==> src/rtl/div32_seq_pkg.sv <==
// Shared types and constants for the sequential restoring divider.
package div_pkg;

  localparam int unsigned DIV_WIDTH = 32;
  localparam int unsigned DIV_CNT_W = 6;

  localparam logic [DIV_WIDTH-1:0] DIV0_QUOTIENT = '1;

  typedef enum logic [1:0] {
    IDLE,
    CALC,
    DONE
  } state_t;

endpackage

==> src/rtl/div_step.sv <==
// One combinational restoring-division iteration: shift in the next dividend
// bit, trial-subtract the divisor, keep the difference only if no borrow.
module div_step
  import div_pkg::*;
#(
  parameter int unsigned WIDTH = DIV_WIDTH
) (
  input  logic [WIDTH:0]   r,
  input  logic             q_msb,
  input  logic [WIDTH-1:0] d,
  output logic [WIDTH:0]   r_next,
  output logic             q_bit
);

  logic [WIDTH:0] r_sh;
  logic [WIDTH:0] d_inv;
  logic [WIDTH:0] diff;
  logic           unused_r_msb;

  // The partial remainder is always below the divisor, so its top bit is
  // zero before the shift and can be dropped.
  assign unused_r_msb = r[WIDTH];
  assign r_sh         = {r[WIDTH-1:0], q_msb};

  assign d_inv  = ~{1'b0, d};
  assign diff   = r_sh + d_inv + (WIDTH+1)'(1);

  assign q_bit  = ~diff[WIDTH];
  assign r_next = q_bit ? diff : r_sh;

endmodule

==> src/rtl/div32_seq.sv <==
// Sequential unsigned restoring divider with valid/ready handshakes.
// Optional signed mode is enabled by defining DIV32_SIGNED_EN.
module div32_seq
  import div_pkg::*;
#(
  parameter int unsigned WIDTH = DIV_WIDTH,
  parameter int unsigned CNT_W = DIV_CNT_W
) (
  input  logic             clk,
  input  logic             rst_n,
  input  logic             in_valid,
  output logic             in_ready,
  input  logic [WIDTH-1:0] dividend,
  input  logic [WIDTH-1:0] divisor,
`ifdef DIV32_SIGNED_EN
  input  logic             signed_op,
`endif
  output logic             out_valid,
  input  logic             out_ready,
  output logic [WIDTH-1:0] quotient,
  output logic [WIDTH-1:0] remainder,
  output logic             div_by_zero
);

  state_t           state;
  logic [CNT_W-1:0] cnt;
  logic [WIDTH-1:0] q_reg;
  logic [WIDTH-1:0] d_reg;
  logic [WIDTH:0]   r_reg;
  logic             dz_reg;

  logic [WIDTH:0]   r_next;
  logic             q_bit;
  logic             do_prep;
  logic [WIDTH-1:0] q_out;
  logic [WIDTH-1:0] r_out;

  div_step #(
    .WIDTH(WIDTH)
  ) u_step (
    .r      (r_reg),
    .q_msb  (q_reg[WIDTH-1]),
    .d      (d_reg),
    .r_next (r_next),
    .q_bit  (q_bit)
  );

`ifdef DIV32_SIGNED_EN
  logic prep;
  logic q_neg;
  logic r_neg;

  function automatic logic [WIDTH-1:0] negate(input logic [WIDTH-1:0] x);
    return ~x + WIDTH'(1);
  endfunction

  assign do_prep = prep;

  always_comb begin
    q_out = q_neg ? negate(q_reg) : q_reg;
    r_out = r_neg ? negate(r_reg[WIDTH-1:0]) : r_reg[WIDTH-1:0];
  end
`else
  assign do_prep = 1'b0;

  always_comb begin
    q_out = q_reg;
    r_out = r_reg[WIDTH-1:0];
  end
`endif

  always_ff @(posedge clk) begin
    if (!rst_n) begin
      state       <= IDLE;
      cnt         <= '0;
      q_reg       <= '0;
      d_reg       <= '0;
      r_reg       <= '0;
      dz_reg      <= 1'b0;
      quotient    <= '0;
      remainder   <= '0;
      div_by_zero <= 1'b0;
      out_valid   <= 1'b0;
      in_ready    <= 1'b1;
`ifdef DIV32_SIGNED_EN
      prep        <= 1'b0;
      q_neg       <= 1'b0;
      r_neg       <= 1'b0;
`endif
    end else begin
      case (state)
        IDLE: begin
          if (in_valid && in_ready) begin
            in_ready <= 1'b0;
            d_reg    <= divisor;
            cnt      <= CNT_W'(WIDTH);
            if (divisor == '0) begin
              // Divide-by-zero results are staged directly in Q/R so DONE
              // presents them exactly like a computed result.
              q_reg  <= WIDTH'(DIV0_QUOTIENT);
              r_reg  <= {1'b0, dividend};
              dz_reg <= 1'b1;
              state  <= DONE;
`ifdef DIV32_SIGNED_EN
              prep   <= 1'b0;
              q_neg  <= 1'b0;
              r_neg  <= 1'b0;
`endif
            end else begin
              q_reg  <= dividend;
              r_reg  <= '0;
              dz_reg <= 1'b0;
              state  <= CALC;
`ifdef DIV32_SIGNED_EN
              prep   <= signed_op;
              q_neg  <= signed_op & (dividend[WIDTH-1] ^ divisor[WIDTH-1]);
              r_neg  <= signed_op & dividend[WIDTH-1];
`endif
            end
          end
        end

        CALC: begin
          if (do_prep) begin
`ifdef DIV32_SIGNED_EN
            prep <= 1'b0;
            if (q_reg[WIDTH-1]) q_reg <= negate(q_reg);
            if (d_reg[WIDTH-1]) d_reg <= negate(d_reg);
`endif
          end else begin
            r_reg <= r_next;
            q_reg <= {q_reg[WIDTH-2:0], q_bit};
            cnt   <= cnt - CNT_W'(1);
            if (cnt == CNT_W'(1)) state <= DONE;
          end
        end

        DONE: begin
          if (!out_valid) begin
            out_valid   <= 1'b1;
            quotient    <= q_out;
            remainder   <= r_out;
            div_by_zero <= dz_reg;
          end else if (out_ready) begin
            out_valid <= 1'b0;
            in_ready  <= 1'b1;
            state     <= IDLE;
          end
        end

        default: state <= IDLE;
      endcase
    end
  end

endmodule

==> config.mk <==
export PLATFORM = sky130hd
export DESIGN_NAME = div32_seq
export DESIGN_NICKNAME = d
export VERILOG_FILES = /design/src/rtl/div32_seq_pkg.sv /design/src/rtl/div_step.sv /design/src/rtl/div32_seq.sv
export SDC_FILE = /design/constraint.sdc
export NUM_CORES = 1
export LEC_CHECK = 0
export ABC_CLOCK_PERIOD_IN_PS = 3800
export CAP_MARGIN = 10
export CORE_ASPECT_RATIO = 0.6
export CORE_MARGIN = 1.5
export CORE_UTILIZATION = 30
export DETAILED_ROUTE_END_ITERATION = 7
export PLACE_DENSITY = 0.56
export SLEW_MARGIN = 5
export SYNTH_ARGS = -nofsm -noshare
export SYNTH_HDL_FRONTEND = slang
export SYNTH_SLANG_ARGS = --single-unit
export TNS_END_PERCENT = 5
==> constraint.sdc <==
create_clock -name clk -period 3.8 [get_ports clk]
set_clock_uncertainty 0.05 [all_clocks]
set_input_delay 0.76 -clock clk [delete_from_list [all_inputs] [get_ports clk]]
set_output_delay 0.76 -clock clk [all_outputs]
set_load 0.005 [all_outputs]
==> results.md, run 1 <==
* Starting Density at 0.304
* Crit path largest cell delay at 0.41 ns
* Htree depth at 4
* Row count at between 40 and 50
* Final setup vio count at 0
* Num CTS Buffers at 17
* Final hold violation count at 0
* Die height at 135 um
* Crit path launch type: register
* Largest area contributor in the netlist: dfxtp_1
* Mapped Nets at 1246
* Max_slew headroom at 0.524
* Top Ports at around 140
* PnR worst setup slack at roughly 0.35 ns
* Crit path capture type: register
* CTS sink cnt at approximately 170
* Grt ovf at 0
* Post-synth cell types at 56
* Initial drt markers at roughly 700
* Seq/Total Area, Yosys at 0.394
* Tot GR Track Use at 0.200
* Routed Wire Length at about 30000 um
* Status: complete, no violations
* Final net count at approximately 1300
* Root Driver: clkbuf_16
* Layout area overhead at 26.8%
* Most common cell after layout, fill and taps aside: nand2_1
* TNS Setup at 0 ns
* Hold crit path type: reg2reg
* Vias in the first global route at between 7000 and 8000
* Tightest Pin Transition at a little over 0.7 ns
* Chip Width at 223 um
* DRC viols at 0
* Crit path kind: reg2reg
* Clock tree buffer depth at 2
* Number of max-cap violations at 0
* Critical-path cell list: inv_1 -> ha_1 -> fa_1 -> nand2b_1 -> a21oi_1 -> o211ai_4 -> a211o_1 -> a211o_1 -> a311oi_1 -> xor2_1 -> a21oi_1 -> nor2_1
* Via count at between 8000 and 9000
* TritonRoute pass-1 iters at 5
* Most frequent cells in the layout: nand2_1 (262), dfxtp_1 (172), a21oi_1 (171)
* Share of post-route cells with drive strength above 1 at 0.0577
* Critical path data required time at just over 4 ns
* Max VDD drop at roughly 360 uV
* Post-placement cell count at roughly 1600
* Crit Path Max Fanout at 4
* LEAKAGE at between 3 and 4 nW
* Fmax at a little under 300 MHz
* Hold_buf cts at 0
* DR WL/cell at 18.4 um
* Mean area per synthesized cell at 7.64 sq um
* Core area at 28700 sq um
* Clock slew at reported path FFs at roughly 0.070 ns
* Cell area power density at around 650 nW/um^2
* DIE AREA at just over 30000 sq um
* PnR Total Power at 7.17 mW
* Fin cells at 1625
* DP HPWL at 22300 um
* First-pass GRT wire length at between 40000 and 50000 um
* CTS tree: done
* Post_cts resized at 0
* # port buffers at ~130
* Async S/R FF share, synth at 0
* Setup Slack @ Placement at roughly 0.42 ns
* Largest net degree at the start of global routing at 84
* Crit share post-route at 0.907
* RSZ-0062 raised after global routing: false
* Final Util at 0.386
* Post-synth EDFFs at 0
* Seq cells post-synth at around 170
* Synth area leaders: dfxtp_1 (39%), nand2_1 (11%), a21oi_1 (9.8%)
* RePlAce Congestion at just over 0.9
* Routed Antenna Nets at 0
* Crit path max-delay cell type: dfxtp_1
* Synth Cell Area at roughly 8700 sq um
* Fin crit period at 3.45 ns
* Top cell type's share of synthesized area at 0.394
* Cells after Synth at 1143
* Synth warn at 0
* Initial antenna violation count at 3
* Vias per cell at 5.30
* Skew-Pair Late Insertion Delay at roughly 0.45 ns
* Synth Flop Type: dfxtp_1
* Postcts setup bufs at 0
* Arrival time at the worst endpoint at roughly 3.8 ns
* Final max-slew violation count at 0
-- through the flow --
step / hold slack, ns / cell area, sq um
after global placement: 0.394 / 10500
after detailed placement: 0.396 / 10500
after floorplan: 0.382 / 8730
final: 0.403 / 11100
after CTS: 0.405 / 11100
after global routing: 0.424 / 11100
-- report_power, final --
part	internal [mW]	total, mW	switching, mW	leakage [nW]
logic	1.24	3.15	1.91	2.28
registers	1.99	2.20	0.209	1.40
clock network	1.06	1.82	0.759	0.299
total	4.29	7.17	2.88	3.98
-- layout make-up --
type                    instances  area (sq um)
clock inverters                12           145
fillers                      2976         17600
diodes                          2          5.00
flip-flops and latches        172          3440
repair buffers                158          1560
well taps                     375           469
clock buffers                  20           457
multi-input cells             842          4830
inverters                      44           168
-- path summary, 6_finish.rpt --
| path | start | endpoint | slack, ns | cells past startpoint |
|---|---|---|---|---|
| max | q_out[31] | r_reg[30] | 0.35 | 12 |
| min | d_reg[2] | d_reg[2] | 0.40 | 2 |
| max reg2reg | q_out[31] | r_reg[30] | 0.35 | 12 |
| min reg2reg | d_reg[2] | d_reg[2] | 0.40 | 2 |
-- synth_stat cells, types with 2 or more instances --
master and count:
nor4_1 9, nor2b_1 3, buf_2 4, ha_1 34, a211o_1 5, a41oi_1 2
a211oi_1 20, xor2_1 8, nand3_1 25, clkbuf_1 72, a21oi_1 171, a31oi_1 13
dfxtp_1 172, o211ai_1 4, a21o_1 13, and4_1 2, nor3_1 4, and3_1 21
mux2i_1 9, o2111ai_1 4, o21bai_1 4, o21ai_0 44, o22ai_1 2, a311oi_1 20
nand4_1 5, nor2_1 61, o211a_1 2, a22oi_1 23, or3_1 2, a21boi_0 2
or2_2 2, o311a_1 2, a221oi_1 18, inv_1 44, nand2_1 262, buf_1 7
and2_1 2, xnor2_1 16, o21a_1 4, buf_6 2, nand2b_1 9
-- worst max-delay path: cells and delay by family (launching register included) --
family	cells	cell delay, ns
AOI/OAI and AO/OA	6	1.65
adders and majority gates	2	0.59
DFF	1	0.41
and+or+nand+nor	2	0.31
xor gates and xnor gates	1	0.31
buffers and inverters	1	0.06
-- cells by family after synthesis --
logic type,synth area share
flip-flops,0.394
AO/OA/AOI/OAI,0.262
multiplexers,0.0103
buffers and inverters,0.0577
XOR/XNOR,0.0241
adder cells (fa/ha/maj),0.0510
AND/OR/NAND/NOR,0.200
-- layer usage --
| metal | track usage | up-vias | share of wire |
|---|---|---|---|
| met4 | 0.0616 | 2 | 0.015 |
| met1 | 0.306 | 4051 | 0.52 |
| met2 | 0.273 | 308 | 0.39 |
| li1 | - | 4216 | - |
| met5 | 0 | - | 0.00033 |
| met3 | 0.0466 | 35 | 0.074 |
Note: power is estimated with default switching activity, not from simulation.
==> inputs of run 2 (changes only) <==
--- a/config.mk
+++ b/config.mk
@@ -5,7 +5,6 @@
 export SDC_FILE = /design/constraint.sdc
 export NUM_CORES = 1
 export LEC_CHECK = 0
-export ABC_CLOCK_PERIOD_IN_PS = 3800
 export CAP_MARGIN = 10
 export CORE_ASPECT_RATIO = 0.6
 export CORE_MARGIN = 1.5
==> results of run 2 <==
Same layout as run 1: the final DEF is identical, and so are final timing and power.
